===== src/rtl/apb_arbiter.sv =====
// apb_arbiter: two-master/one-slave APB arbiter with round-robin grant.
// Optional ACCESS-phase timeout abort is enabled by defining APB_ARB_TIMEOUT_EN.
module apb_arbiter #(
    parameter int ADDR_WIDTH     = 32,
    parameter int DATA_WIDTH     = 32,
    parameter int TIMEOUT_CYCLES = 256
) (
    input  logic                  APB_PCLK,
    input  logic                  APB_PRESETn,
    input  logic [ADDR_WIDTH-1:0] m0_paddr,
    input  logic [ADDR_WIDTH-1:0] m1_paddr,
    input  logic [DATA_WIDTH-1:0] m0_pdata,
    input  logic [DATA_WIDTH-1:0] m1_pdata,
    input  logic                  m0_psel,
    input  logic                  m1_psel,
    input  logic                  m0_penable,
    input  logic                  m1_penable,
    input  logic                  m0_pwrite,
    input  logic                  m1_pwrite,
    input  logic [3:0]            m0_pstb,
    input  logic [3:0]            m1_pstb,
    output logic [DATA_WIDTH-1:0] m0_prdata,
    output logic [DATA_WIDTH-1:0] m1_prdata,
    output logic                  m0_pready,
    output logic                  m1_pready,
    output logic                  m0_perr,
    output logic                  m1_perr,
    output logic [ADDR_WIDTH-1:0] s_paddr,
    output logic [DATA_WIDTH-1:0] s_pdata,
    output logic                  s_psel,
    output logic                  s_penable,
    output logic                  s_pwrite,
    output logic [3:0]            s_pstb,
    input  logic [DATA_WIDTH-1:0] s_prdata,
    input  logic                  s_pready,
    input  logic                  s_perr,
    output logic [1:0]            grant,
    output logic                  timeout_evt
);
    typedef enum logic [1:0] {IDLE, SETUP, ACCESS} state_e;

    state_e     state_q, state_d;
    logic [1:0] grant_q, grant_d;
    logic       last_q, last_d;
    logic       access, tmo, done, win0, r0, r1;
    logic       unused_penable;

    assign unused_penable = m0_penable ^ m1_penable;
    assign access = state_q == ACCESS;

`ifdef APB_ARB_TIMEOUT_EN
    localparam int CW = $clog2(TIMEOUT_CYCLES + 1);
    logic [CW-1:0] cnt_q, cnt_d;
    // cnt_q counts stalled ACCESS cycles already seen, so the limit hits on the last one
    assign tmo   = access && !s_pready && cnt_q == CW'(TIMEOUT_CYCLES - 1);
    assign cnt_d = (access && !s_pready && !tmo) ? cnt_q + 1'b1 : '0;
    always_ff @(posedge APB_PCLK or negedge APB_PRESETn) begin
        if (!APB_PRESETn) cnt_q <= '0;
        else              cnt_q <= cnt_d;
    end
`else
    localparam int unused_timeout = TIMEOUT_CYCLES;
    assign tmo = 1'b0;
`endif

    assign done    = access && (s_pready || tmo);
    // last_q = 1 means m1 owned the previous transfer, so m0 wins a tie
    assign win0    = m0_psel && (!m1_psel || last_q);
    assign grant_d = state_q == IDLE ? (win0 ? 2'b01 : m1_psel ? 2'b10 : 2'b00)
                   : done ? 2'b00 : grant_q;
    assign state_d = state_q == IDLE ? ((m0_psel || m1_psel) ? SETUP : IDLE)
                   : state_q == SETUP ? ACCESS
                   : done ? IDLE : ACCESS;
    assign last_d  = done ? grant_q[1] : last_q;

    always_ff @(posedge APB_PCLK or negedge APB_PRESETn) begin
        if (!APB_PRESETn) begin
            state_q <= IDLE;
            grant_q <= 2'b00;
            last_q  <= 1'b1;
        end else begin
            state_q <= state_d;
            grant_q <= grant_d;
            last_q  <= last_d;
        end
    end

    assign grant       = grant_q;
    assign timeout_evt = tmo;
    assign s_psel      = state_q != IDLE;
    assign s_penable   = access;
    assign s_paddr     = grant_q[0] ? m0_paddr  : grant_q[1] ? m1_paddr  : '0;
    assign s_pdata     = grant_q[0] ? m0_pdata  : grant_q[1] ? m1_pdata  : '0;
    assign s_pwrite    = grant_q[0] ? m0_pwrite : grant_q[1] ? m1_pwrite : 1'b0;
    assign s_pstb      = grant_q[0] ? m0_pstb   : grant_q[1] ? m1_pstb   : 4'b0;

    // an owner that dropped psel mid-transfer gets no response
    assign r0        = done && grant_q[0] && m0_psel;
    assign r1        = done && grant_q[1] && m1_psel;
    assign m0_pready = r0;
    assign m1_pready = r1;
    assign m0_perr   = r0 && (!s_pready || s_perr);
    assign m1_perr   = r1 && (!s_pready || s_perr);
    assign m0_prdata = (access && grant_q[0] && m0_psel) ? s_prdata : '0;
    assign m1_prdata = (access && grant_q[1] && m1_psel) ? s_prdata : '0;
endmodule


===== config.mk =====
export PLATFORM = sky130hd
export DESIGN_NAME = apb_arbiter
export DESIGN_NICKNAME = d
export VERILOG_FILES = /design/src/rtl/apb_arbiter.sv
export SDC_FILE = /design/constraint.sdc
export NUM_CORES = 1
export LEC_CHECK = 0
export BUFFER_PORTS_ARGS = -buffer_cell sky130_fd_sc_hd__clkbuf_2
export CELL_PAD_IN_SITES_DETAIL_PLACEMENT = 1
export CELL_PAD_IN_SITES_GLOBAL_PLACEMENT = 1
export CORE_AREA = 2 2 125 127
export DETAILED_ROUTE_END_ITERATION = 7
export DIE_AREA = 0 0 127 129
export GPL_ROUTABILITY_DRIVEN = 0
export PLACE_DENSITY_LB_ADDON = 0.15
export SYNTH_ARGS = -nofsm -noshare
export SYNTH_HDL_FRONTEND = slang
export SYNTH_SLANG_ARGS = --single-unit

===== constraint.sdc =====
create_clock -name APB_PCLK -period 3.37 [get_ports APB_PCLK]
set_input_delay 0.337 -clock APB_PCLK [delete_from_list [all_inputs] [get_ports APB_PCLK]]
set_output_delay 0.337 -clock APB_PCLK [all_outputs]
set_load 0.1 [all_outputs]

# Yosys cells after proc, flatten, opt, wreduce, memory -nomap -nowiden
# Cells that the tools add are included.
dict set report word_totals {
  regBits 5
  output_inout_bits 142
  wordCells 43
  input_bits 178
}
dict set report op_classes {
  n_eq_ne 2
  mux 18
  reduce_logical 20
}
# operator n
set ops {}
lappend ops {{32-bit two-way mux} 6}
lappend ops {{2-bit two-way mux} 7}
lappend ops {{1-bit logical AND} 12}
lappend ops {{4-bit two-way mux} 2}
lappend ops {{2-bit nonzero test} 2}
lappend ops {{1-bit logical OR} 3}
lappend ops {{1-bit two-way mux} 3}
lappend ops {{2-bit by 1-bit equality test with 1-bit output (second input constant)} 1}
lappend ops {{2-bit equality test (second input constant)} 1}
lappend ops {{1-bit logical NOT} 2}
lappend ops {{2-bit logical NOT} 1}

# Longest topological paths before layout
# Gate-level depths: netlist of the first run.
dict set report logic_depth {
  word_depth 5
  mapped_depth 6
  depth_no_buf 3
}

# Least setup slack after synthesis of the first run
# No wires, ideal clock.
dict set report synth_timing {
  path_kind {register to output}
  startpoint {register grant_q[0], in the netlist grant[0]}
  endpoint {output s_pdata[28]}
  arrival_ns 2.621
  path_buffers 2
  t_required_ns 3.033
  setup_slack_ns 0.412
  stages_incl_launch_ff 4
  cell_sequence {dfrtp_1 > buf_4 > clkbuf_1 > o21ai_1}
}
dict set report synth_via {
  elab_chain_len 1
}
# item line
set synth_lines {}
lappend synth_lines {{start: declaration} 43} ;# logic [1:0] grant_q, grant_d;
lappend synth_lines {{start signal: assignment} 83} ;# grant_q <= grant_d;
lappend synth_lines {{32-bit two-way mux} 93} ;# assign s_pdata = grant_q[0] ? m0_pdata : grant_q[1] ? m1_pdata : '0;
lappend synth_lines {{end: declaration} 29} ;# output logic [DATA_WIDTH-1:0] s_pdata,
# Every way passes these cells.

# Final worst setup path of the first run
dict set report layout_timing {
  startpoint {register grant_q[0], in the netlist grant[0]}
  endpoint {output s_pstb[2]}
}
dict set report layout_via {
  elab_chain_len 1
}
# item line
set layout_lines {}
lappend layout_lines {{4-bit two-way mux} 95} ;# assign s_pstb = grant_q[0] ? m0_pstb : grant_q[1] ? m1_pstb : 4'b0;
lappend layout_lines {{end: declaration} 33} ;# output logic [3:0] s_pstb,
# Every way passes these cells.

==> impl_metrics.tcl, run 1 <==
set metrics [dict create \
    worstMarginPinSlew_ns 0.5906 \
    cp-start-kind "register" \
    synth_top_cell_area_share 0.4205 \
    worstSetupPathType "reg2out" \
    syn_area_um2 1416 \
    relSlewSlack 0.6079 \
    min_period_ns 2.525 \
    worstPathArrival_ns 2.19 \
    ys_ff_latch 5 \
    finClkSkew_ns 0.0004979 \
    start_util 0.09457 \
    slew_violations 0 \
    routed_wl_um 9692 \
    syn_to_final_growth_pct 127.3 \
    clock_latency_ns 0.22 \
    instances_no_fill 672 \
    viasPerCell 4.001 \
    cts_tree "built" \
    rsz0062_at_grt "false" \
    holdWs_ns 0.3960 \
    ys_types 22 \
    seqCellArea_um2 127.6 \
    antenna_found_initial 0 \
    first_pass_iters 4 \
    syn_nets 362 \
    worstPathRequired_ns 3.03 \
    core_area_um2 14980 \
    dieHeight_um 129 \
    clkTransAtPathRegs_ns 0.03 \
    dieArea_um2 16380 \
    yosysWarnings 0 \
    pin_count 320 \
    post-place-cells 667 \
    cp_max_fo 51 \
    die_x_um 127 \
    dp_slack_ns 1.044 \
    final-setup-viol-count 0 \
    hold_class "in2reg" \
    num-nets-final 663 \
    clock_path_buffers 2 \
    clockRootBuffer "clkbuf_16" \
    final.setup.tns_ns 0 \
    grt_usage 0.1034 \
    num_antenna_cells 0 \
    clock_sinks 5 \
    fin_ws_ns 0.8448 \
    cts_setup_buffers 0 \
    critPathTopFamily "buffers and inverters" \
    drive_gt1_frac 0.6777 \
    antenna_left 0 \
    crit_path_end_kind "output port" \
    post-route-period-util 0.7493 \
    overflow 0 \
    cts_buffers 3 \
    rows 45 \
    maxCapViolations 0 \
    cp_num_buf_inv 2 \
    htree_levels 1 \
    syn_inst 184 \
    num_vias 2689 \
    io_buffers 316 \
    grt_pass1_vias 2615 \
    grt_max_degree 69 \
    max_freq_mhz 396.0 \
    multi_input_comb_area_um2 1151 \
    yosysSeqAreaShare 0.08922 \
    worst_path_largest_cell_delay_ns 0.66 \
    drtIter0Drc 39 \
    drc 0 \
    cp_cell_sequence "buf_4, a22o_1, clkbuf_2" \
    finalHoldViolCount 0 \
    synthTopCellsByArea "a22o_1, and2_1, dfrtp_1, buf_2, buf_6" \
    hpwlAfterDp_um 8487 \
    grt_pass1_wl_um 13630 \
    syn_area_per_cell_um2 7.698 \
    wl_per_cell_um 14.42 \
    fill_cells 1902 \
    outcome "finished, final reports clean" \
    yosys.area.top_type "a22o_1" \
    cpMaxStageDelayCell "dfrtp_2" \
]
## cells in the mapped netlist
cell and count:
a22o_1 68, and2_1 66, buf_2 10, clkbuf_1 7, buf_6 4, dfrtp_1 4
nand2_1 4, nor2_1 3, a32o_1 2, and3_1 2, and3_4 2, buf_4 2
a21o_1 1, conb_1 1, dfstp_2 1, inv_1 1, inv_2 1, mux2_1 1
nand2b_1 1, nor2b_2 1, nor2b_4 1, o21ai_1 1
## registers in the layout (all words and copies together), names as in the netlist
signal   cells
state_q      2
last_q       1
grant        2
## worst register-to-register path: cells and delay by family, from the launching register on
kind	cells	cell delay, ns
flip-flops	1	0.41
multiplexers	1	0.31
AND/OR/NAND/NOR	2	0.23
## final cells by class
cell class / instances / share of cell area
timing repair buffer: 319 / 0.5029
sequential: 5 / 0.03964
inverter: 2 / 0.002332
multi-input combinational: 154 / 0.3576
tap: 188 / 0.07307
clock buffer: 4 / 0.02449
## worst paths after layout
| check | start | end | slack [ns] | cells after the start |
|---|---|---|---|---|
| setup / recovery | grant[0]$_DFFE_PN0P_ | s_pstb[2] | 0.84 | 3 |
| min in group asynchronous | APB_PRESETn | grant[1]$_DFFE_PN0P_ | 0.50 | 2 |
| hold reg to reg | state_q[1]$_DFF_PN0_ | state_q[1]$_DFF_PN0_ | 0.59 | 1 |
| max in group asynchronous | APB_PRESETn | last_q$_DFFE_PN1N_ | 2.65 | 2 |
| setup reg to reg | state_q[0]$_DFF_PN0_ | last_q$_DFFE_PN1N_ | 2.35 | 3 |
| hold / removal | m1_psel | state_q[0]$_DFF_PN0_ | 0.40 | 3 |
## repair_timing
item	in CTS	in global routing
resized for setup	0	0
hold buffers	1	0
endpoints found under the hold margin	4	0
## cell usage in the layout (no fill, tap or decap)
master and n:
a21o_1 1, a22o_1 68, a32o_1 2, and2_1 66
and3_1 2, and3_4 2, buf_12 1, buf_4 1
clkbuf_1 1, clkbuf_16 3, clkbuf_2 316, conb_1 1
dfrtp_1 3, dfrtp_2 1, dfstp_2 1, dlygate4sd3_1 1
inv_1 1, inv_2 1, mux2_1 1, nand2_1 4
nand2b_1 1, nor2_1 3, nor2b_4 2, o21ai_1 1
## metal layers
| metal | part of all wire | track usage | wire length [um] |
|---|---|---|---|
| met1 | 0.33 | 0.1033 | 3163 |
| met5 | 0 | 0 | 0 |
| met4 | 0.0093 | 0.02069 | 90 |
| met3 | 0.099 | 0.03160 | 956 |
| met2 | 0.57 | 0.2097 | 5482 |
## metrics by stage
stage / utilization / cell area [um2]
floorplan: - / 1416
global placement: 0.2090 / 3131
detailed placement: 0.2090 / 3131
CTS: 0.2150 / 3219
global route: 0.2150 / 3219
finish: 0.2150 / 3219
## cell families after synthesis
kind of cell | Yosys count | share of synthesized area
buffers and inverters | 25 | 0.1016
other | 1 | 0.002648
AND/OR/NAND/NOR | 80 | 0.3551
flip-flops | 5 | 0.08923
AO/OA/AOI/OAI | 72 | 0.4435
multiplexers | 1 | 0.007950
Power of run 1 is not shown: default switching activity piles up to over one toggle a cycle in this logic, so the estimate is an artifact.
==> run 2, diff against run 1 <==
Settings changed: CORE_AREA 2 2 125 127 to 2 2 126 128, DIE_AREA 0 0 127 129 to 0 0 128 130.
Clock period 3.37 ns to 2.43 ns, I/O delays scaled along.
==> impl_metrics.tcl, run 2 (synthesis gave the netlist of run 1 again) <==
set metrics [dict create \
    outcome "finished, final reports clean" \
    drtIter0Drc 26 \
    num-nets-final 667 \
    pin_count 320 \
    overflow 0 \
    clock_path_buffers 2 \
    finalHoldViolCount 0 \
    ctsHoldBuffers 1 \
    clock_latency_ns 0.22 \
    rows 46 \
    most-common-layout-cells "clkbuf_2, a22o_2, and2_2" \
    hold_class "in2reg" \
    final-setup-viol-count 0 \
    io_buffers 316 \
    cts-resized-gates 0 \
    fill_cells 1869 \
    worstSetupPathType "reg2out" \
    slew_violations 0 \
    grt_pass1_vias 2790 \
    final.setup.tns_ns 0 \
    maxCapViolations 0 \
    power_density_nw_per_um2 1731 \
    wl_per_cell_um 15.81 \
    final_util 0.2703 \
    die_x_um 128 \
    num_vias 2702 \
    first_pass_iters 4 \
    worstPathRequired_ns 2.19 \
    antenna_found_initial 0 \
    routed_wl_um 10750 \
    worstMarginPinSlew_ns 0.7648 \
    drc 0 \
    max_freq_mhz 444.6 \
    crit_path_end_kind "output port" \
    peakVddDrop_uv 871.8 \
    post-route-period-util 0.9256 \
    viasPerCell 3.974 \
    grt_max_degree 73 \
    cp_max_fo 72 \
    grt_pass1_wl_um 14740 \
    antenna_left 0 \
    core_area_um2 15420 \
    cp-start-kind "register" \
    min_period_ns 2.249 \
    start_util 0.09182 \
    clkTransAtPathRegs_ns 0.03 \
    htree_levels 1 \
    hpwlAfterDp_um 9739 \
    seqCellArea_um2 127.6 \
    dieArea_um2 16640 \
    drive_gt1_frac 0.9447 \
    power_leakage_nw 2.321 \
    clock_sinks 5 \
    rsz0062_at_grt "false" \
    syn_to_final_growth_pct 194.3 \
    grt_usage 0.1130 \
    cts_tree "built" \
    finClkSkew_ns 0.001839 \
    clockRootBuffer "clkbuf_16" \
    cts_setup_buffers 0 \
    relSlewSlack 0.4902 \
    cts_buffers 3 \
    worstPathArrival_ns 2.01 \
    dieHeight_um 130 \
    mostFrequentLayoutCell "clkbuf_2" \
    multi_input_comb_area_um2 1315 \
    num_antenna_cells 0 \
]
==> run 2: area by class of cell <==
type	count	share of cell area
Timing Repair Buffer	323	0.5756
Multi-Input combinational cell	154	0.3154
Tap cell	192	0.05762
Sequential cell	5	0.03061
Clock buffer	4	0.01891
Inverter	2	0.001801
==> run 2: per-layer routing <==
metal | global-route usage | share of wire | up-vias | wire length, um
met5 | 0 | 0 | - | 0
met1 | 0.1044 | 0.31 | 1235 | 3380
met3 | 0.03731 | 0.10 | 0 | 1109
met4 | 0.003878 | 0 | 0 | 0
met2 | 0.2472 | 0.58 | 183 | 6261
li1 | - | - | 1284 | -
==> run 2: report_power, final <==
part           internal, mW  total, mW  switching, mW
sequential            0.126      0.159         0.0330
combinational          1.93       6.80           4.87
clock                 0.217      0.264         0.0471
==> run 2: path summary, 6_finish.rpt <==
path / start / end / slack, ns / cells past startpoint
worst max-delay path: grant[0]$_DFFE_PN0P_ / s_pdata[28] / 0.18 / 4
worst min-delay path: m1_psel / state_q[0]$_DFF_PN0_ / 0.31 / 3
worst max register to register: grant[0]$_DFFE_PN0P_ / grant[0]$_DFFE_PN0P_ / 1.17 / 2
worst min register to register: state_q[1]$_DFF_PN0_ / state_q[1]$_DFF_PN0_ / 0.59 / 1
max in group asynchronous: APB_PRESETn / last_q$_DFFE_PN1N_ / 1.84 / 2
min in group asynchronous: APB_PRESETn / state_q[0]$_DFF_PN0_ / 0.37 / 2
==> run 2: per-stage QoR <==
stage               setup WS (ns)  power (mW)  hold slack, ns  cell area [um2]  std cells
floorplan                0.007666       5.036        -0.05259             1580        184
global placement           0.4254       6.982         0.06638             4080        675
detailed placement         0.3807       7.020         0.06620             4080        675
CTS                        0.1453       7.293          0.3176             4169        680
global route              0.03654       7.428          0.3604             4169        680
finish                     0.1807       7.218          0.3059             4169        680
==> run 2: critical path, stage by stage, from the launching register on <==
cell and delay, ns:
dfrtp_2 0.38, buf_4 0.59, nand2_1 0.14, o21ai_2 0.11, clkbuf_2 0.49
Note: power is estimated with default switching activity, not from simulation.
